[src/rtl/hilo_unit_if.sv]
// Bus between the CPU pipeline and the HI/LO register unit: arithmetic result capture,
// move-to/move-from requests, and the stall/status outputs back to the pipeline.
interface hilo_unit_if;
   logic        arith_start;
   logic        arith_valid;
   logic [63:0] arith_result;
   logic        mthi;
   logic        mtlo;
   logic [31:0] wdata;
   logic        mfhi;
   logic        mflo;
   logic [31:0] rdata;
   logic        stall;
   logic        busy;
   logic        timeout;
   logic        hilo_zero;

   modport master (
      output arith_start, arith_valid, arith_result, mthi, mtlo, wdata, mfhi, mflo,
      input  rdata, stall, busy, timeout, hilo_zero
   );

   modport slave (
      input  arith_start, arith_valid, arith_result, mthi, mtlo, wdata, mfhi, mflo,
      output rdata, stall, busy, timeout, hilo_zero
   );
endinterface

[src/rtl/hilo_unit.sv]
// HI/LO registers behind the multiplier/divider; results land one cycle after arith_valid.
// Any HI/LO access stalls while a multiply/divide is pending; a watchdog ends PEND after MAX_WAIT cycles.
module hilo_unit #(
   parameter int MAX_WAIT = 64
) (
   input  logic       clk,
   input  logic       reset,
   hilo_unit_if.slave bus
);

   localparam int CW = (MAX_WAIT > 2) ? $clog2(MAX_WAIT) : 1;
   localparam logic [CW-1:0] LAST = CW'(MAX_WAIT - 1);

   typedef enum logic {IDLE, PEND} state_t;

   state_t        state, state_n;
   logic [CW-1:0] cnt, cnt_n;
   logic [31:0]   hi, hi_n;
   logic [31:0]   lo, lo_n;
   logic          busy_q;
   logic          timeout_q, timeout_n;

   always_ff @(posedge clk or negedge reset) begin
      if (!reset) begin
         state     <= IDLE;
         cnt       <= '0;
         hi        <= '0;
         lo        <= '0;
         busy_q    <= 1'b0;
         timeout_q <= 1'b0;
      end else begin
         state     <= state_n;
         cnt       <= cnt_n;
         hi        <= hi_n;
         lo        <= lo_n;
         busy_q    <= (state_n == PEND);
         timeout_q <= timeout_n;
      end
   end

   always_comb begin
      state_n   = state;
      cnt_n     = cnt;
      hi_n      = hi;
      lo_n      = lo;
      timeout_n = 1'b0;
      case (state)
         IDLE: begin
            if (bus.mthi) hi_n = bus.wdata;
            if (bus.mtlo) lo_n = bus.wdata;
            if (bus.arith_start) begin
               state_n = PEND;
               cnt_n   = '0;
            end
         end
         PEND: begin
            // A result arriving on the last watchdog cycle beats the timeout.
            if (bus.arith_valid) begin
               hi_n    = bus.arith_result[63:32];
               lo_n    = bus.arith_result[31:0];
               state_n = IDLE;
            end else if (cnt == LAST) begin
               state_n   = IDLE;
               timeout_n = 1'b1;
            end else begin
               cnt_n = cnt + CW'(1);
            end
         end
         default: state_n = IDLE;
      endcase
   end

   // No bypass: reads always see the registered HI/LO.
   assign bus.rdata     = bus.mfhi ? hi : (bus.mflo ? lo : 32'h0);
   assign bus.stall     = (state == PEND) &
                          (bus.arith_start | bus.mthi | bus.mtlo | bus.mfhi | bus.mflo);
   assign bus.busy      = busy_q;
   assign bus.timeout   = timeout_q;
   assign bus.hilo_zero = ({hi, lo} == 64'h0);

endmodule

[src/flat_wrapper.sv]
// flat-port wrapper written by rule: the top's interface ports become plain ports
module hilo_unit_flat 
#(
   parameter int MAX_WAIT = 64
)
  (clk, reset, bus_arith_start, bus_arith_valid, bus_arith_result, bus_mthi, bus_mtlo, bus_wdata, bus_mfhi, bus_mflo, bus_rdata, bus_stall, bus_busy, bus_timeout, bus_hilo_zero);
  hilo_unit_if bus_i ();
  input  logic clk;
  input  logic reset;
  input wire logic [$bits(bus_i.arith_start)-1:0] bus_arith_start;
  input wire logic [$bits(bus_i.arith_valid)-1:0] bus_arith_valid;
  input wire logic [$bits(bus_i.arith_result)-1:0] bus_arith_result;
  input wire logic [$bits(bus_i.mthi)-1:0] bus_mthi;
  input wire logic [$bits(bus_i.mtlo)-1:0] bus_mtlo;
  input wire logic [$bits(bus_i.wdata)-1:0] bus_wdata;
  input wire logic [$bits(bus_i.mfhi)-1:0] bus_mfhi;
  input wire logic [$bits(bus_i.mflo)-1:0] bus_mflo;
  output wire logic [$bits(bus_i.rdata)-1:0] bus_rdata;
  output wire logic [$bits(bus_i.stall)-1:0] bus_stall;
  output wire logic [$bits(bus_i.busy)-1:0] bus_busy;
  output wire logic [$bits(bus_i.timeout)-1:0] bus_timeout;
  output wire logic [$bits(bus_i.hilo_zero)-1:0] bus_hilo_zero;
  assign bus_i.arith_start = bus_arith_start;
  assign bus_i.arith_valid = bus_arith_valid;
  assign bus_i.arith_result = bus_arith_result;
  assign bus_i.mthi = bus_mthi;
  assign bus_i.mtlo = bus_mtlo;
  assign bus_i.wdata = bus_wdata;
  assign bus_i.mfhi = bus_mfhi;
  assign bus_i.mflo = bus_mflo;
  assign bus_rdata = bus_i.rdata;
  assign bus_stall = bus_i.stall;
  assign bus_busy = bus_i.busy;
  assign bus_timeout = bus_i.timeout;
  assign bus_hilo_zero = bus_i.hilo_zero;
  hilo_unit #(.MAX_WAIT(MAX_WAIT)) u_core (.clk(clk), .reset(reset), .bus(bus_i));
endmodule
[config.mk]
export PLATFORM = sky130hd
export DESIGN_NAME = hilo_unit_flat
export DESIGN_NICKNAME = d
export VERILOG_FILES = /design/src/rtl/hilo_unit_if.sv /design/src/rtl/hilo_unit.sv /design/src/flat_wrapper.sv
export SDC_FILE = /design/constraint.sdc
export NUM_CORES = 1
export LEC_CHECK = 0
export ABC_AREA = 1
export BUFFER_PORTS_ARGS = -buffer_cell sky130_fd_sc_hd__buf_2
export CAP_MARGIN = 40
export CORE_MARGIN = 8
export CORE_UTILIZATION = 35
export CTS_CLUSTER_SIZE = 30
export DETAILED_ROUTE_END_ITERATION = 8
export GPL_TIMING_DRIVEN = 0
export MAX_ROUTING_LAYER = met4
export SLEW_MARGIN = 20
export SYNTH_ARGS = -nofsm -noshare
export SYNTH_HDL_FRONTEND = slang
export SYNTH_SLANG_ARGS = --single-unit
[constraint.sdc]
create_clock -name clk -period 1.6 [get_ports clk]
set_input_delay 0.08 -clock clk [delete_from_list [all_inputs] [get_ports clk]]
set_output_delay 0.08 -clock clk [all_outputs]
set_load 0.005 [all_outputs]
* Word level (Yosys, flattened, before mapping)
Index checks and enable logic that the tools add are counted.
** Operators by class
- Equality and inequality tests :: 7
- $add $sub $neg :: 1
- Reduce and logical (&&, ||, !) cells :: 4
- Mux-type cells :: 19
- Bitwise operators :: 6
** Operators with widths (number)
- $mux 32 :: 6
- $pmux 32 s2 :: 2
- $logic_not 64->1 :: 1
- $mux 6 :: 3
- $ne 2x2->1 const B :: 6
- $pmux 6 s2 :: 1
- $add 6x1->6 const B :: 1
- $eq 6x6->1 const B :: 1
- $mux 1 :: 6
- $or 1x1->1 :: 4
- $reduce_and 2->1 :: 2
- $reduce_and 3->1 :: 1
- $pmux 1 s2 :: 1
- $and 1x1->1 :: 1
- $not 1->1 :: 1
** Word-level totals
- Word-level logic and storage cells :: 42
- Register bits after elaboration :: 72
- Output and inout port bits :: 36

* Depth between registers and ports, before layout
Gate-level depths: netlist of run 1.
- Word-level depth :: 5
- Mapped depth :: 7
- Depth with buffers taken out :: 7

* Worst setup path before layout of run 1
OpenSTA, ideal clock, no wires.
- Path kind :: register to register
- From :: reg u_core.cnt[0]
- To :: reg u_core.cnt[5]
- Library setup time :: 126 ps
- Data required time :: 1474 ps
- Stages on the path, launching flop included :: 7
- Path slack :: 386 ps
- Data arrival time :: 1088 ps
- Cells stage by stage :: dfrtp_1 -> ha_1 -> nand3_1 -> nor2_2 -> nor2_4 -> nor2_4 -> o21ai_1
** On the way
- Longest elaborated chain between the ends :: 4
- Elaborated cells on any way between the ends :: 7
** Ends and longest elaborated chain
- start, declared :: RTL line hilo_unit.sv:17 : logic [CW-1:0] cnt, cnt_n;
- start signal, assigned :: RTL line hilo_unit.sv:33 : cnt <= cnt_n;
- $add 6x1->6 :: RTL line hilo_unit.sv:66 : cnt_n = cnt + CW'(1);
- $mux 6 :: RTL line hilo_unit.sv:62 : end else if (cnt == LAST) begin
- $mux 6 :: RTL line hilo_unit.sv:58 : if (bus.arith_valid) begin
- $pmux 6 s2 :: RTL line hilo_unit.sv:47 : case (state)
Parallel ways exist; a longest one is shown, timed or not. The select of a mux whose other input is x is not followed.
A chain may end at the register's enable or synchronous reset.

* Worst setup path in the final report of run 1
- From :: reg u_core.hi[26]
- To :: out bus_hilo_zero
** On the way
- Longest elaborated chain between the ends :: 1
** Ends and longest elaborated chain
- start, declared :: RTL line hilo_unit.sv:18 : logic [31:0] hi, hi_n;
- start signal, assigned :: RTL line hilo_unit.sv:34 : hi <= hi_n;
- $logic_not 64->1 :: RTL line hilo_unit.sv:79 : assign bus.hilo_zero = ({hi, lo} == 64'h0);
- end, declared :: RTL line flat_wrapper.sv:22 : output wire logic [$bits(bus_i.hilo_zero)-1:0] bus_hilo_zero;
Every way passes these cells.

==> summary.txt, run 1 <==
placed cell area -> 0.004731 mm^2
post-route setup slack -> 0.01882 ns
largest net degree at the start of global routing -> 41
Netlist cell types -> 24
routability cong. -> 0.8711
#FFs+latches synth -> 72
switching power -> 2.165 mW
num ports -> 140
Tcrit/Tclk final -> 98.82%
final layout net count -> 857
Post-Syn Nets -> 633
dpl cells -> 806
status -> finished, final reports clean
register share of total power -> 43.5%
Tot GR Track Use -> 20.89%
root buffer cell -> clkbuf_8
Post-Layout Inst Area -> 0.005663 mm^2
clk buf depth -> 2
fin. max-slew vios -> 0
crit path max-delay cell type -> dfrtp_1
Hold Vio Cnt, Final -> 0
layout cells sized above 1 -> 25.99%
Vias per Instance -> 4.974
Die Height -> 120.8 um
relative slew slack -> 62.19%
CP arrival -> 1.50 ns
via count -> 4447
crit path launch type -> flip-flop
area growth from synthesis to layout -> 47.19%
FF-to-FF path depth -> 6
Clock Skew -> 0.006083 ns
CP bufs+invs -> 2
family with the most delay on the worst path -> simple AND/OR/NAND/NOR gates
die width -> 120.8 um
FMAX -> 632.4 MHz
final wirelength -> 14330 um
Power Density -> 1081 mW/mm^2
Peak VDD IR -> 0.4253 mV
FF-to-FF Start -> u_core.state$_DFF_PN0_
CP Class -> reg -> out
worst-margin pin slew -> 0.5671 ns
Reg clk slew, reported paths -> 0.07 ns
Seq/Total Area, Yosys -> 46.83%
Layout Cells excl Fill -> 894
yosys warns -> 0
Final min period -> 1.581 ns
DRC Markers -> 0
drt first pass iters -> 7
Antenna Violating Nets Remaining -> 0
synthesized cell area -> 0.003847 mm^2
hold depth -> 3
Worst Hold End -> u_core.lo[17]$_DFFE_PN0P_
CTS tree -> built
maxcap violations -> 0
DRT iter0 DRCs -> 344
hold path startpoint -> bus_arith_result[17]
CTS Buf Count -> 9
commonest cells after routing, fill and taps aside -> nand2_1, buf_2, nor2_1, dfrtp_1, dlygate4sd3_1
final setup violating endpoints -> 0
RR Endpoint -> u_core.lo[9]$_DFFE_PN0P_
initial core utilization -> 35.65%
worst path cell trace -> inv_2 > nand2_1 > nor2_1 > nand2_1 > nor2_1 > nand2_1 > nor2_2 > buf_2
CTS H-tree depth -> 3
Switching Fraction -> 35.37%
Antenna Diode Count -> 0
first-pass GRT wire length -> 23670 um
Hold Crit Class -> in -> reg
# fillers -> 1052
clock sinks -> 72
Wirelength per Cell -> 16.03 um
vias in the first global route -> 4866
TNS Setup -> 0 ns
Post-Syn Instances -> 528
RSZ-0062 raised after global routing -> yes
post-place setup slack -> 0.1019 ns
Crit. End Element -> output port
gr ovfl total -> 0
row cnt -> 38
Logic pwr share -> 33.9%
DPL Wire Length -> 10050 um
number of port buffers -> 137
Clk network pwr share -> 22.6%
antenna violations before repair -> 0
WP data required -> 1.52 ns
die area -> 0.01460 mm^2
Worst R2R Setup Slack -> 0.12 ns
most common cell after layout, fill and taps aside -> nand2_1
CP max FO -> 2
Mean Syn Cell Area -> 7.287 um^2
core area -> 0.01079 mm^2
crit-path max cell delay -> 0.39 ns
most used cell along the critical path -> nand2_1
internal cell power -> 3.957 mW
Leak Pwr -> 2.786 nW
Skew-Pair Late Insertion Delay -> 0.35 ns
[worst reg2reg max path: cells and delay by family (launching register included)]
family	cells	cell delay, ns
buf+inv	3	0.56
flops	1	0.39
simple gates	2	0.27
compound gates	1	0.13
[layer usage]
| layer | GRT usage (%) | part of all wire (%) |
|---|---|---|
| met1 | 25.36 | 45 |
| met2 | 33.61 | 47 |
| met3 | 4.242 | 5.5 |
| met4 | 7.806 | 2.4 |
| met5 | - | 0 |
[power groups by stage]
stage                     clock, mW  combinational [mW]  sequential (mW)
after floorplan                   0                1.17             2.58
after global placement            0                1.84             2.66
after detailed placement          0                1.88             2.67
after CTS                      1.43                2.05             2.63
after global routing           1.49                2.35             2.72
final                          1.39                2.08             2.66
[cells in the mapped netlist (all sizes together)]
cell | number | area [um^2]
nor2 | 101 | 396.6
or2 | 2 | 15.02
nand2 | 177 | 669.4
a31oi | 64 | 400.4
xor2 | 1 | 8.760
inv | 24 | 92.59
xnor2 | 1 | 8.760
nor3 | 2 | 10.01
clkinv | 1 | 3.750
o21ai | 10 | 50.04
clkbuf | 12 | 45.04
nand3 | 28 | 140.1
buf | 20 | 117.6
dfrtp | 72 | 1802
ha | 1 | 12.51
nand4 | 6 | 37.54
o22ai | 6 | 37.54
[flip-flops by register name, summed over array words and instances (netlist names)]
register / cells
u_core.state: 1
u_core.bus.timeout: 1
u_core.lo: 32
u_core.hi: 32
u_core.cnt: 6
[logic make-up after synthesis]
| family | synth area share (%) |
|---|---|
| AND/OR/NAND/NOR | 32.98 |
| AO/OA/AOI/OAI | 12.68 |
| flip-flops | 46.83 |
| buffers and inverters | 6.731 |
| XOR/XNOR | 0.4554 |
| adder cells (fa/ha/maj) | 0.3252 |
[worst max path at each step]
stage | end | from | cells past startpoint | slack (ns)
after floorplan | u_core.cnt[5]$_DFFE_PN0P_ | u_core.cnt[0]$_DFFE_PN0P_ | 6 | 0.39
after global placement | u_core.lo[14]$_DFFE_PN0P_ | reset | 1 | -0.03
after detailed placement | u_core.lo[17]$_DFFE_PN0P_ | u_core.state$_DFF_PN0_ | 6 | 0.10
after CTS | bus_hilo_zero | u_core.lo[5]$_DFFE_PN0P_ | 6 | 0.002
after global routing | bus_hilo_zero | u_core.lo[25]$_DFFE_PN0P_ | 8 | -0.06
final | bus_hilo_zero | u_core.hi[26]$_DFFE_PN0P_ | 8 | 0.02
[cell type report]
type | count | area (um^2) | area share (%)
clock inverters | 1 | 30.03 | 0.5303
plain buffers | 31 | 171.4 | 3.027
flip-flops and latches | 72 | 1802 | 31.82
repair buffers | 214 | 1454 | 25.67
clock buffers | 12 | 145.1 | 2.563
inverters | 25 | 96.34 | 1.701
multi-input cells | 399 | 1789 | 31.60
well taps | 140 | 175.2 | 3.093
[per-stage QoR]
step | power (mW) | hold slack (ns) | util (%)
6_report | 6.123 | 0.01105 | 52.47
5_1_grt | 6.560 | 0.003128 | 52.47
3_3_place_gp | 4.499 | 0.3456 | 43.62
4_1_cts | 6.108 | 0.0008914 | 52.23
3_5_place_dp | 4.551 | 0.06014 | 43.83
2_1_floorplan | 3.750 | -0.2156 | -
[repair_timing]
| action | in CTS | in global routing |
|---|---|---|
| hold buffers | 70 | 0 |
| resized for setup | 5 | 15 |
| pin swaps | 4 | 10 |
| setup buffers | 2 | 4 |
| setup endpoints to repair | 2 | 3 |
| endpoints found under the hold margin | 90 | 0 |
Power figures use the tool's default switching activity.
==> run 2, diff against run 1 <==
- BUFFER_PORTS_ARGS: -buffer_cell sky130_fd_sc_hd__buf_2 -> -buffer_cell sky130_fd_sc_hd__clkbuf_2
- clock period: 1.6 -> 1.9 ns (I/O delays scaled with it)
==> run 2 against run 1 <==
  * Design area shrank 1.5%
  * Sequential share of layout area rose by 0.50 points
  * Die area did not move
  * Sequential power shrank 16%
  * Clock-buffer cell count grew 1
  * Routed wire length shrank 2.2%
  * Global-route usage shrank 0.78 points
  * Clock power down 23%
  * Setup slack better by 0.25 ns
  * Core utilization is 0.81 points lower
  * Critical path type unchanged
  * Critical endpoint unchanged
  * Largest power group unchanged
==> summary.txt, run 2 (synthesis gave the netlist of run 1 again) <==
maxcap violations -> 0
drt first pass iters -> 6
Layout Cells excl Fill -> 889
Crit. End Element -> output port
area of the multi-input gates -> 0.001787 mm^2
CP max FO -> 2
WP data required -> 1.80 ns
Worst R2R Setup Slack -> 0.34 ns
number of port buffers -> 137
via count -> 4418
Reg clk slew, reported paths -> 0.08 ns
Leak Pwr -> 2.775 nW
final layout net count -> 849
register share of total power -> 44.7%
Die Height -> 120.8 um
final setup violating endpoints -> 0
layout cells sized above 1 -> 23.77%
Skew-Pair Late Insertion Delay -> 0.34 ns
DRC Markers -> 0
Switching Fraction -> 36.49%
Peak VDD IR -> 0.3223 mV
RSZ-0062 raised after global routing -> no
commonest cells after routing, fill and taps aside -> nand2_1, clkbuf_2, nor2_1, dfrtp_1, dlygate4sd3_1
status -> finished, final reports clean
Final min period -> 1.634 ns
CTS Buf Count -> 9
largest net degree at the start of global routing -> 43
Vias per Instance -> 4.970
final wirelength -> 14020 um
switching power -> 1.815 mW
CTS tree -> built
first-pass GRT wire length -> 22550 um
hold path startpoint -> bus_wdata[2]
Antenna Diode Count -> 0
Tot GR Track Use -> 20.10%
fin. max-slew vios -> 0
die width -> 120.8 um
FMAX -> 612.1 MHz
clk buf depth -> 2
initial core utilization -> 35.65%
Worst Setup SP -> u_core.lo[26]$_DFFE_PN0P_
root buffer cell -> clkbuf_8
vias in the first global route -> 4516
Logic pwr share -> 33.7%
num ports -> 140
Wirelength per Cell -> 15.77 um
DRT iter0 DRCs -> 455
Hold Vio Cnt, Final -> 0
Tcrit/Tclk final -> 85.98%
Hold Crit Class -> in -> reg
top flop regs -> u_core.hi: 32 flops, u_core.lo: 32 flops, u_core.cnt: 6 flops
FF-to-FF Start -> u_core.state$_DFF_PN0_
Power Density -> 892.2 mW/mm^2
die area -> 0.01460 mm^2
CP arrival -> 1.54 ns
crit path launch type -> flip-flop
worst-margin pin slew -> 0.5457 ns
TNS Setup -> 0 ns
row cnt -> 38
CP Class -> reg -> out
routability cong. -> 0.8700
Antenna Violating Nets Remaining -> 0
core area -> 0.01079 mm^2
# fillers -> 1065
Clk network pwr share -> 21.5%
DPL Wire Length -> 10080 um
area growth from synthesis to layout -> 44.91%
dpl cells -> 806
internal cell power -> 3.159 mW
clock sinks -> 72
register area -> 0.001802 mm^2
Clock Skew -> 0.008985 ns
CTS H-tree depth -> 3
antenna violations before repair -> 0
relative slew slack -> 63.62%
gr ovfl total -> 0
most common cell after layout, fill and taps aside -> nand2_1
run 2: path summary, 6_finish.rpt:
kind                                                  end  cells past startpoint
worst max-delay path                        bus_hilo_zero                      8
worst min-delay path             u_core.lo[2]$_DFFE_PN0P_                      3
worst max register to register  u_core.lo[17]$_DFFE_PN0P_                      6
worst min register to register  u_core.cnt[1]$_DFFE_PN0P_                      2
max in group asynchronous       u_core.lo[13]$_DFFE_PN0P_                      3
min in group asynchronous       u_core.cnt[5]$_DFFE_PN0P_                      2
run 2: metal layers:
metal	track usage (%)	up-vias	wire length [um]
met2	32.23	159	6714
met4	7.104	0	274
met3	3.170	23	777
li1	-	2171	-
met1	25.22	2065	6254
met5	-	-	0
run 2: layout make-up:
cell class / instances / share of cell area (%)
Clock inverter: 3 / 0.3142
Tap cell: 140 / 3.142
Sequential cell: 72 / 32.32
Timing Repair Buffer: 206 / 24.91
Clock buffer: 13 / 2.671
Inverter: 25 / 1.728
Buffer: 31 / 2.873
Multi-Input combinational cell: 399 / 32.05
run 2: metrics by stage:
step	cell area (um^2)	total power [mW]	worst slack, ns	utilization, %	hold WS, ns
finish	5575	4.974	0.2664	51.66	0.01646
global route	5575	5.334	0.1312	51.66	0.01630
CTS	5568	5.021	0.04672	51.59	0.0008372
detailed placement	4731	3.836	0.3775	43.83	0.1014
global placement	4708	3.793	0.08254	43.62	0.3432
floorplan	3847	3.158	0.6859	-	-0.2006
run 2: timing repair:
item,4_1_cts,5_1_grt
hold buffers,67,1
buffers inserted,0,0
endpoints found under the setup margin,0,1
gates resized for setup,0,1
hold endpoints to repair,86,1
run 2: critical path, stage by stage (launching register included):
cell and delay (ns):
dfrtp_1 0.38, inv_1 0.07, nand2_1 0.05, nor2_1 0.10, nand2_1 0.07, nor2_1 0.12
nand2_1 0.07, nor2_1 0.18, clkbuf_2 0.15
run 2: power by group through the flow:
stage                     combinational (mW)  clock [mW]  sequential, mW
after floorplan                        0.985           0            2.17
after global placement                  1.56           0            2.24
after detailed placement                1.58           0            2.25
after CTS                               1.69        1.11            2.22
after global routing                    1.89        1.16            2.28
final                                   1.68        1.07            2.23
